### src/rtl/jtag_stream_fifo.sv
// jtag_stream_fifo: RX/TX byte FIFO pair between a JTAG UART core and a DMA
// engine. A short start-up sequencer holds the block idle for four cycles
// after reset release.
// Optional feature macro: JTAG_FIFO_LEVEL_EN adds the rx_level/tx_level ports.
//
// state   | meaning
// --------+-------------------------------------------------------------
// ST_INIT | start-up counter running, jtag_R=0, no traffic accepted
// ST_RUN  | operational, jtag_R=1, held until reset
module jtag_stream_fifo #(
  parameter int DEPTH = 16
) (
  input  logic                    Clk,
  input  logic                    Reset_n,
  input  logic [7:0]              rx_data,
  input  logic                    rx_valid,
  output logic                    rx_ready,
  output logic [7:0]              tx_data,
  output logic                    tx_valid,
  input  logic                    tx_ready,
  output logic [7:0]              jtag_Dout,
  input  logic [7:0]              jtag_Din,
  input  logic                    jtag_WE,
  input  logic                    jtag_Act,
  output logic                    jtag_R,
  output logic                    jtag_A,
`ifdef JTAG_FIFO_LEVEL_EN
  output logic [$clog2(DEPTH):0]  rx_level,
  output logic [$clog2(DEPTH):0]  tx_level,
`endif
  output logic                    tx_ovf
);

  localparam int AW = $clog2(DEPTH);
  localparam int CW = AW + 1;
  localparam logic [CW-1:0] FULL_CNT = CW'(DEPTH);

  typedef enum logic {
    ST_INIT = 1'b0,
    ST_RUN  = 1'b1
  } state_t;

  state_t       r_state;
  state_t       w_state_nxt;
  logic [1:0]   r_init_cnt;
  logic [1:0]   w_init_cnt_nxt;
  logic         w_run;

  logic [7:0]    r_rx_mem [DEPTH];
  logic [AW-1:0] r_rx_wr_ptr;
  logic [AW-1:0] r_rx_rd_ptr;
  logic [CW-1:0] r_rx_cnt;
  logic          w_rx_full;
  logic          w_rx_empty;
  logic          w_rx_push;
  logic          w_rx_pop;

  logic [7:0]    r_tx_mem [DEPTH];
  logic [AW-1:0] r_tx_wr_ptr;
  logic [AW-1:0] r_tx_rd_ptr;
  logic [CW-1:0] r_tx_cnt;
  logic          w_tx_full;
  logic          w_tx_empty;
  logic          w_tx_wr;
  logic          w_tx_push;
  logic          w_tx_pop;
  logic          r_tx_ovf;

  // Start-up sequencer state and counter registers.
  always_ff @(posedge Clk or negedge Reset_n) begin
    if (!Reset_n) begin
      r_state    <= ST_INIT;
      r_init_cnt <= 2'd0;
    end else begin
      r_state    <= w_state_nxt;
      r_init_cnt <= w_init_cnt_nxt;
    end
  end

  // Start-up next state: leave INIT on the fourth cycle after reset release.
  always_comb begin
    w_state_nxt    = r_state;
    w_init_cnt_nxt = r_init_cnt;
    w_run          = 1'b0;
    case (r_state)
      ST_INIT: begin
        if (r_init_cnt == 2'd3) begin
          w_state_nxt    = ST_RUN;
          w_init_cnt_nxt = 2'd0;
        end else begin
          w_init_cnt_nxt = r_init_cnt + 2'd1;
        end
      end
      ST_RUN: begin
        w_run = 1'b1;
      end
    endcase
  end

  assign jtag_R = w_run;

  assign w_rx_full  = (r_rx_cnt == FULL_CNT);
  assign w_rx_empty = (r_rx_cnt == '0);
  assign rx_ready   = w_run & ~w_rx_full;
  assign w_rx_push  = rx_valid & rx_ready;
  assign w_rx_pop   = w_run & jtag_Act & ~jtag_WE & ~w_rx_empty;
  assign jtag_Dout  = w_rx_empty ? 8'h00 : r_rx_mem[r_rx_rd_ptr];

  assign w_tx_full  = (r_tx_cnt == FULL_CNT);
  assign w_tx_empty = (r_tx_cnt == '0);
  assign w_tx_wr    = w_run & jtag_Act & jtag_WE;
  assign w_tx_push  = w_tx_wr & ~w_tx_full;
  assign tx_valid   = ~w_tx_empty;
  assign w_tx_pop   = tx_valid & tx_ready;
  assign tx_data    = w_tx_empty ? 8'h00 : r_tx_mem[r_tx_rd_ptr];
  assign tx_ovf     = r_tx_ovf;

  assign jtag_A = w_run & (jtag_WE ? ~w_tx_full : ~w_rx_empty);

`ifdef JTAG_FIFO_LEVEL_EN
  assign rx_level = r_rx_cnt;
  assign tx_level = r_tx_cnt;
`endif

  // RX storage write; contents are don't-care while the count says empty.
  always_ff @(posedge Clk) begin
    if (w_rx_push) begin
      r_rx_mem[r_rx_wr_ptr] <= rx_data;
    end
  end

  // RX pointers and occupancy; pointers wrap naturally at DEPTH.
  always_ff @(posedge Clk or negedge Reset_n) begin
    if (!Reset_n) begin
      r_rx_wr_ptr <= '0;
      r_rx_rd_ptr <= '0;
      r_rx_cnt    <= '0;
    end else begin
      if (w_rx_push) r_rx_wr_ptr <= r_rx_wr_ptr + AW'(1);
      if (w_rx_pop)  r_rx_rd_ptr <= r_rx_rd_ptr + AW'(1);
      case ({w_rx_push, w_rx_pop})
        2'b10:   r_rx_cnt <= r_rx_cnt + CW'(1);
        2'b01:   r_rx_cnt <= r_rx_cnt - CW'(1);
        default: r_rx_cnt <= r_rx_cnt;
      endcase
    end
  end

  // TX storage write from the DMA side.
  always_ff @(posedge Clk) begin
    if (w_tx_push) begin
      r_tx_mem[r_tx_wr_ptr] <= jtag_Din;
    end
  end

  // TX pointers, occupancy and the sticky overflow flag.
  always_ff @(posedge Clk or negedge Reset_n) begin
    if (!Reset_n) begin
      r_tx_wr_ptr <= '0;
      r_tx_rd_ptr <= '0;
      r_tx_cnt    <= '0;
      r_tx_ovf    <= 1'b0;
    end else begin
      if (w_tx_push) r_tx_wr_ptr <= r_tx_wr_ptr + AW'(1);
      if (w_tx_pop)  r_tx_rd_ptr <= r_tx_rd_ptr + AW'(1);
      case ({w_tx_push, w_tx_pop})
        2'b10:   r_tx_cnt <= r_tx_cnt + CW'(1);
        2'b01:   r_tx_cnt <= r_tx_cnt - CW'(1);
        default: r_tx_cnt <= r_tx_cnt;
      endcase
      if (w_tx_wr && w_tx_full) r_tx_ovf <= 1'b1;
    end
  end

endmodule

### config.mk
export PLATFORM = sky130hd
export DESIGN_NAME = jtag_stream_fifo
export DESIGN_NICKNAME = d
export VERILOG_FILES = /design/src/rtl/jtag_stream_fifo.sv
export SDC_FILE = /design/constraint.sdc
export NUM_CORES = 1
export LEC_CHECK = 0
export CORE_UTILIZATION = 43
export CTS_CLUSTER_DIAMETER = 80
export CTS_CLUSTER_SIZE = 40
export DETAILED_ROUTE_END_ITERATION = 16
export PLACE_DENSITY = 0.71
export SETUP_SLACK_MARGIN = 0.1
export SYNTH_ARGS = -nofsm -noshare
export SYNTH_HDL_FRONTEND = slang
export SYNTH_SLANG_ARGS = --single-unit
### constraint.sdc
create_clock -name Clk -period 3.85 [get_ports Clk]
set_clock_uncertainty 0.15 [all_clocks]
set_input_delay 0.385 -clock Clk [delete_from_list [all_inputs] [get_ports Clk]]
set_output_delay 0.385 -clock Clk [all_outputs]
set_load 0.02 [all_outputs]
==> run_results.csv, run 1 <==
group,metric,value,unit
setup_path,crit_chain,"buf_12 > mux4_1 > mux2_2 > o21ai_1 > a21oi_1 > clkdlybuf4s50_1",
die,die_w,167,microns
setup_path,worstPathArrival,3.05,ns
global_routing,grt-ovfl-total,0,
detailed_routing,avgViaCountPerCell,5.52,
final_layout,drive_above_1_share,0.178,
setup_path,cp.required,3.31,ns
die,fp-row-count,60,
logic_synthesis,synthCells,617,
setup_path,worst-setup-path-type,"flip-flop to primary output",
detailed_routing,vias,5599,
job,max-cap-violations,0,
pwr,peakVddDrop,0.477,mV
logic_synthesis,synth_warnings,0,
setup_path,crit_path_end_kind,"primary output",
setup_path,start_kind,"flip-flop",
global_routing,grt_use_total,0.155,
logic_synthesis,synth_ff_type,"edfxtp_1",
timing,hold_viol,0,
logic_synthesis,synth-async-reset-ratio,0.105,
clock_network,postCtsSetupBuffers,0,
logic_synthesis,ys_ff_latch,286,
timing,report.final.slew_viol_count,0,
detailed_routing,drcViolationCount,0,
final_layout,final_common_cell,"edfxtp_1",
timing,fmax,279,MHz
global_routing,grt_pass1_wl,33200,microns
die,core_area,0.0269,sq mm
run_status,status,"finished clean",
timing,holdWs,0.0907,ns
setup_path,critPathMaxStageDelay,0.60,ns
logic_synthesis,yosysUniqueCellTypes,51,
clock_network,post_cts_resized,0,
setup_path,crit_family,"buffers and inverters",
detailed_routing,drtIter0Drc,498,
detailed_routing,dr.pass1.iters,5,
setup_path,crit_fanout,29,
timing,finalCritPeriodShare,0.931,
timing,setup_viol,0,
place,numPortBuffers,42,
timing,rsz0062_at_grt,"no",
clock_network,cts_num_sinks,286,
timing,finalWorstSetupSlack,0.265,ns
clock_network,cts_root_buffer,"clkbuf_16",
final_layout,num-nets-final,708,
global_routing,grt_pass1_vias,5742,
logic_synthesis,netlist_area,0.0118,sq mm
die,fp.dieH,167,microns
logic_synthesis,syn-num-nets,658,
die,io_pins,43,
final_layout,num_antenna_cells,0,
clock_network,cts-buffers-inserted,13,
timing,setup_tns,0,ns
pwr,power_density,684,mW/mm^2
clock_network,ctsHoldBuffers,0,
pwr,leakage,4.36,nW
die,die-area,0.0280,sq mm
detailed_routing,ant_nets,0,
detailed_routing,detail_route.wl_per_cell,21.0,microns
min_path,hold_class,"input port to asynchronous set/reset pin",
global_routing,grt_max_degree,42,
setup_path,slowest_stage,"dfrtp_1",
timing,tightest_slew,0.790,ns
logic_synthesis,synth-edff-count,256,
logic_synthesis,seq_area_frac_synth,0.718,
place,dp_hpwl,14100,microns
detailed_routing,routed_wl,21300,microns
clock_network,clkLatencyLatePin,0.50,ns
clock_network,cts.clk_slew.worst_paths,0.14,ns
die,initial_core_util,0.438,
final_layout,mostFrequentLayoutCells,"256 x edfxtp_1, 55 x mux4_2, 42 x clkdlybuf4s50_1, 30 x dfrtp_1, 27 x buf_4",
clock_network,cts_max_level,1,
place,preCtsSetupSlack,0.461,ns
logic_synthesis,syn_area_per_cell,19.1,sq um
clock_network,clk_path_buf_depth,3,
clock_network,cts_tree,"built",
final_layout,synthToLayoutAreaGrowth,11.2,%
setup_path,worstPathBufferInverterCount,2,
place,gp_congestion,0.752,
timing,fin_crit,3.58,ns
timing,slew_headroom,0.473,
global_routing,antenna_found_initial,0,
## per-layer routing
metal | vias to the layer above | global-route usage | routed length (microns)
li1 | 2551 | - | -
met1 | 2868 | 0.213 | 9040
met2 | 156 | 0.263 | 10700
met3 | 24 | 0.0196 | 1140
met4 | 0 | 0.0351 | 414
met5 | - | 0 | 0
## cells by family (layout without fill, tap and decap cells)
kind of cell / after synthesis / after routing / share of synthesized area
DFF: 286 / 286 / 0.718
muxes: 92 / 92 / 0.151
and+or+nand+nor: 86 / 86 / 0.0384
AOI/OAI and AO/OA: 62 / 62 / 0.0339
buffers and inverters: 51 / 107 / 0.0231
xor gates and xnor gates: 21 / 21 / 0.0156
adders and majority gates: 19 / 19 / 0.0209
## worst paths after layout
path	start	to	slack, ns	depth (start not counted)
setup reg to reg	r_tx_cnt[1]$_DFFE_PN0P_	r_tx_cnt[4]$_DFFE_PN0P_	0.45	11
hold / removal	Reset_n	r_rx_rd_ptr[0]$_DFFE_PN0P_	0.09	2
min in group Clk	r_init_cnt[0]$_DFFE_PN0N_	r_init_cnt[0]$_DFFE_PN0N_	0.35	1
max in group asynchronous	Reset_n	r_rx_cnt[1]$_DFFE_PN0P_	3.11	2
setup / recovery	r_tx_rd_ptr[1]$_DFFE_PN0P_	tx_data[3]	0.27	6
hold reg to reg	r_init_cnt[0]$_DFFE_PN0N_	r_init_cnt[0]$_DFFE_PN0N_	0.35	1
## Yosys cell counts, types with 4 or more instances
| cell type | count | area share |
|---|---|---|
| buf_4 | 4 | 0.0026 |
| a211oi_1 | 18 | 0.011 |
| a21oi_1 | 14 | 0.0060 |
| mux4_1 | 9 | 0.020 |
| o21ai_1 | 11 | 0.0047 |
| nor3_1 | 5 | 0.0021 |
| o21ai_0 | 6 | 0.0026 |
| buf_6 | 4 | 0.0038 |
| nor2_1 | 14 | 0.0045 |
| buf_2 | 13 | 0.0055 |
| nor2b_1 | 11 | 0.0059 |
| xnor2_1 | 17 | 0.013 |
| nand2_1 | 20 | 0.0064 |
| xor2_1 | 4 | 0.0030 |
| mux2_2 | 10 | 0.0096 |
| nand2b_1 | 4 | 0.0021 |
| mux4_2 | 55 | 0.11 |
| and3_1 | 17 | 0.0090 |
| mux2i_1 | 16 | 0.014 |
| inv_1 | 14 | 0.0045 |
| dfrtp_1 | 30 | 0.064 |
| clkbuf_1 | 8 | 0.0026 |
| ha_1 | 18 | 0.019 |
| edfxtp_1 | 256 | 0.65 |
## through the flow
step	std cells	cell area, sq um	total power [mW]	utilization
finish	1014	13100	8.95	0.487
global placement	993	12600	7.19	0.470
detailed placement	993	12600	7.32	0.470
global route	1014	13100	9.37	0.487
CTS	1014	13100	9.03	0.487
floorplan	617	11800	6.33	-
## cell type report
class                   count  area [sq um]
clock buffers              14           329
repair buffers             70           643
flip-flops and latches    286          8440
fillers                  2175         13800
clock inverters             7           130
inverters                  16          60.1
well taps                 341           427
multi-input cells         280          3060
## where the power goes
group / switching, mW / total [mW] / internal [mW] / leakage [nW]
clock network: 0.984 / 1.73 / 0.741 / 0.210
logic: 1.59 / 3.15 / 1.56 / 1.48
registers: 0.341 / 4.07 / 3.73 / 2.67
total: 2.91 / 8.95 / 6.04 / 4.36
## registers in the layout (all words and copies together) (netlist names), 2 cells and up
register / cells
r_rx_mem: 128
r_tx_mem: 128
r_tx_rd_ptr: 4
r_rx_wr_ptr: 4
r_rx_cnt: 5
r_init_cnt: 2
r_tx_wr_ptr: 4
r_rx_rd_ptr: 4
r_tx_cnt: 5
## worst register-to-register path, stage by stage, from the launching register on
cell and delay, ns:
dfrtp_1 0.44, nor4_1 0.62, nand2b_1 0.10, buf_4 0.21, nand2_1 0.14, inv_1 0.06
ha_1 0.29, ha_1 0.36, nor2b_1 0.17, o21a_1 0.20, o311ai_0 0.35, o311ai_1 0.17
No activity file was read; power rests on OpenSTA's default activity.
==> inputs of run 2 (changes only) <==
==> constraint.sdc (replaced) <==
create_clock -name Clk -period 3.5 [get_ports Clk]
set_clock_uncertainty 0.15 [all_clocks]
set_input_delay 0.35 -clock Clk [delete_from_list [all_inputs] [get_ports Clk]]
set_output_delay 0.35 -clock Clk [all_outputs]
set_load 0.02 [all_outputs]
==> run 2 against run 1 <==
Net effect: first-iteration DRC count rose by 3.6%; sequential share of layout area fell by 0.26 points; global-route usage rose by 0.24 points; utilization rose by 0.20 points; clock power rose by 7%; clock-buffer cell count did not move; sequential cell count did not move; non-clock buffer count rose by 1; cell area rose by 0.40%; routed wire length barely moved; combinational power rose by 11%; critical path type unchanged.
==> run_results.csv, run 2 (synthesis gave the netlist of run 1 again) <==
group,metric,value,unit
global_routing,grt_use_total,0.157,
die,fp.dieH,167,microns
setup_path,crit_path_end_kind,"primary output",
place,gp_congestion,0.788,
final_layout,num-nets-final,709,
timing,setup_viol,0,
timing,fin_crit,3.27,ns
die,io_pins,43,
detailed_routing,drcViolationCount,0,
global_routing,grt_pass1_wl,34000,microns
detailed_routing,vias,5670,
global_routing,antenna_found_initial,1,
clock_network,ctsHoldBuffers,0,
setup_path,r2r_cells,10,
place,numPortBuffers,42,
timing,tightest_slew,0.719,ns
timing,slew_headroom,0.521,
die,initial_core_util,0.438,
detailed_routing,ant_nets,0,
die,die_w,167,microns
setup_path,crit_family,"multiplexers",
setup_path,cp.required,3.00,ns
clock_network,cts.clk_slew.worst_paths,0.13,ns
detailed_routing,avgViaCountPerCell,5.59,
clock_network,cts_max_level,1,
pwr,leakage,4.45,nW
job,max-cap-violations,0,
setup_path,crit_chain,"buf_12 > mux4_1 > mux2_2 > o21ai_1 > a21oi_1 > clkdlybuf4s50_1",
timing,hold_viol,0,
global_routing,grt_max_degree,41,
clock_network,clkLatencyLatePin,0.50,ns
setup_path,slowest_stage,"mux4_1",
final_layout,top_regs,"r_rx_mem: 128 flops, r_tx_mem: 128 flops",
final_layout,mostFrequentLayoutCells,"256 x edfxtp_1, 55 x mux4_2, 32 x clkdlybuf4s50_1, 30 x dfrtp_1, 24 x buf_4",
final_layout,num_antenna_cells,0,
detailed_routing,m1WireLength,9350,microns
place,dp_hpwl,14000,microns
clock_network,cts_num_sinks,286,
setup_path,worstPathArrival,2.77,ns
detailed_routing,routed_wl,21300,microns
setup_path,crit_fanout,28,
clock_network,clk_path_buf_depth,3,
clock_network,cts_root_buffer,"clkbuf_16",
pwr,power_density,746,mW/mm^2
detailed_routing,routed-wl-met2,10700,microns
run_status,status,"finished clean",
final_layout,synthToLayoutAreaGrowth,11.7,%
timing,report.final.slew_viol_count,0,
final_layout,nFillCells,2169,
setup_path,reg2reg_from,"r_tx_cnt[0]$_DFFE_PN0P_",
pwr,peakVddDrop,0.543,mV
final_layout,drive_above_1_share,0.178,
setup_path,worstPathBufferInverterCount,2,
die,die-area,0.0280,sq mm
detailed_routing,detail_route.wl_per_cell,21.0,microns
clock_network,cts_tree,"built",
setup_path,r2r_end,"r_tx_cnt[4]$_DFFE_PN0P_",
setup_path,start_kind,"flip-flop",
detailed_routing,drtIter0Drc,516,
detailed_routing,route.met3.wl,801,microns
timing,fmax,305,MHz
final_layout,final_common_cell,"edfxtp_1",
timing,rsz0062_at_grt,"no",
final_layout,post-route-util,0.489,
global_routing,grt_pass1_vias,6025,
global_routing,grt-ovfl-total,0,
min_path,hold_class,"input port to asynchronous set/reset pin",
clock_network,cts-buffers-inserted,13,
die,fp-row-count,60,
setup_path,ff2ff_setup_slack,0.53,ns
timing,setup_tns,0,ns
detailed_routing,top_layer,"met5",
timing,finalCritPeriodShare,0.936,
detailed_routing,dr.pass1.iters,4,
setup_path,worst-setup-path-type,"flip-flop to primary output",
setup_path,critPathMaxStageDelay,0.58,ns
die,core_area,0.0269,sq mm
run 2: changes by cell type in the layout (fill, tap and decap cells not counted):
cell and change:
inv_8 +1, dlymetal6s2s_1 +8, clkinv_1 +1, dlygate4sd2_1 +2
inv_12 +1, buf_12 +3, clkinvlp_4 -2, clkdlybuf4s50_1 -10
buf_6 +1, bufinv_16 -1, buf_4 -3
run 2: report_power, final:
group	switching [mW]	internal, mW
Sequential	0.333	4.11
Clock	1.09	0.756
Combinational	1.78	1.73
Total	3.20	6.59
run 2: repair_timing:
item	4_1_cts	5_1_grt
setup endpoints to repair	2	9
gates resized for setup	2	9
gates cloned	0	0
setup buffers	0	0
run 2: per-layer routing:
| metal | vias to the layer above | GRT usage |
|---|---|---|
| li1 | 2551 | - |
| met1 | 2951 | 0.217 |
| met2 | 130 | 0.264 |
| met3 | 36 | 0.0217 |
| met4 | 2 | 0.0411 |
| met5 | - | 0 |
run 2: cell type report:
class | instances | area [sq um] | area share
inverters | 16 | 60.1 | 0.00457
multi-input cells | 280 | 3060 | 0.233
clock buffers | 14 | 329 | 0.0251
well taps | 341 | 427 | 0.0325
flip-flops and latches | 286 | 8440 | 0.642
repair buffers | 71 | 709 | 0.0540
clock inverters | 7 | 116 | 0.00886
run 2: worst max-delay path by stage:
| stage | startpoint | to | slack (ns) | cells after the start |
|---|---|---|---|---|
| final | r_tx_rd_ptr[1]$_DFFE_PN0P_ | tx_data[4] | 0.23 | 6 |
| after global routing | r_tx_rd_ptr[1]$_DFFE_PN0P_ | tx_data[0] | 0.11 | 6 |
| after CTS | r_rx_rd_ptr[1]$_DFFE_PN0P_ | jtag_Dout[1] | 0.10 | 6 |
| after detailed placement | jtag_WE | r_tx_cnt[4]$_DFFE_PN0P_ | 0.37 | 10 |
| after global placement | jtag_WE | r_tx_cnt[4]$_DFFE_PN0P_ | 0.56 | 10 |
| after floorplan | r_rx_cnt[1]$_DFFE_PN0P_ | r_rx_cnt[4]$_DFFE_PN0P_ | 0.67 | 13 |
run 2: through the flow:
step                setup WS, ns  hold WS [ns]  instances  cell area [sq um]  power (mW)
floorplan                  0.673       -0.0956        617              11800        6.96
global placement           0.561         0.317        994              12700        7.95
detailed placement         0.372         0.336        994              12700        8.09
CTS                        0.101        0.0760       1015              13100        9.90
global route               0.113         0.119       1015              13100        10.3
finish                     0.226        0.0690       1015              13100        9.79
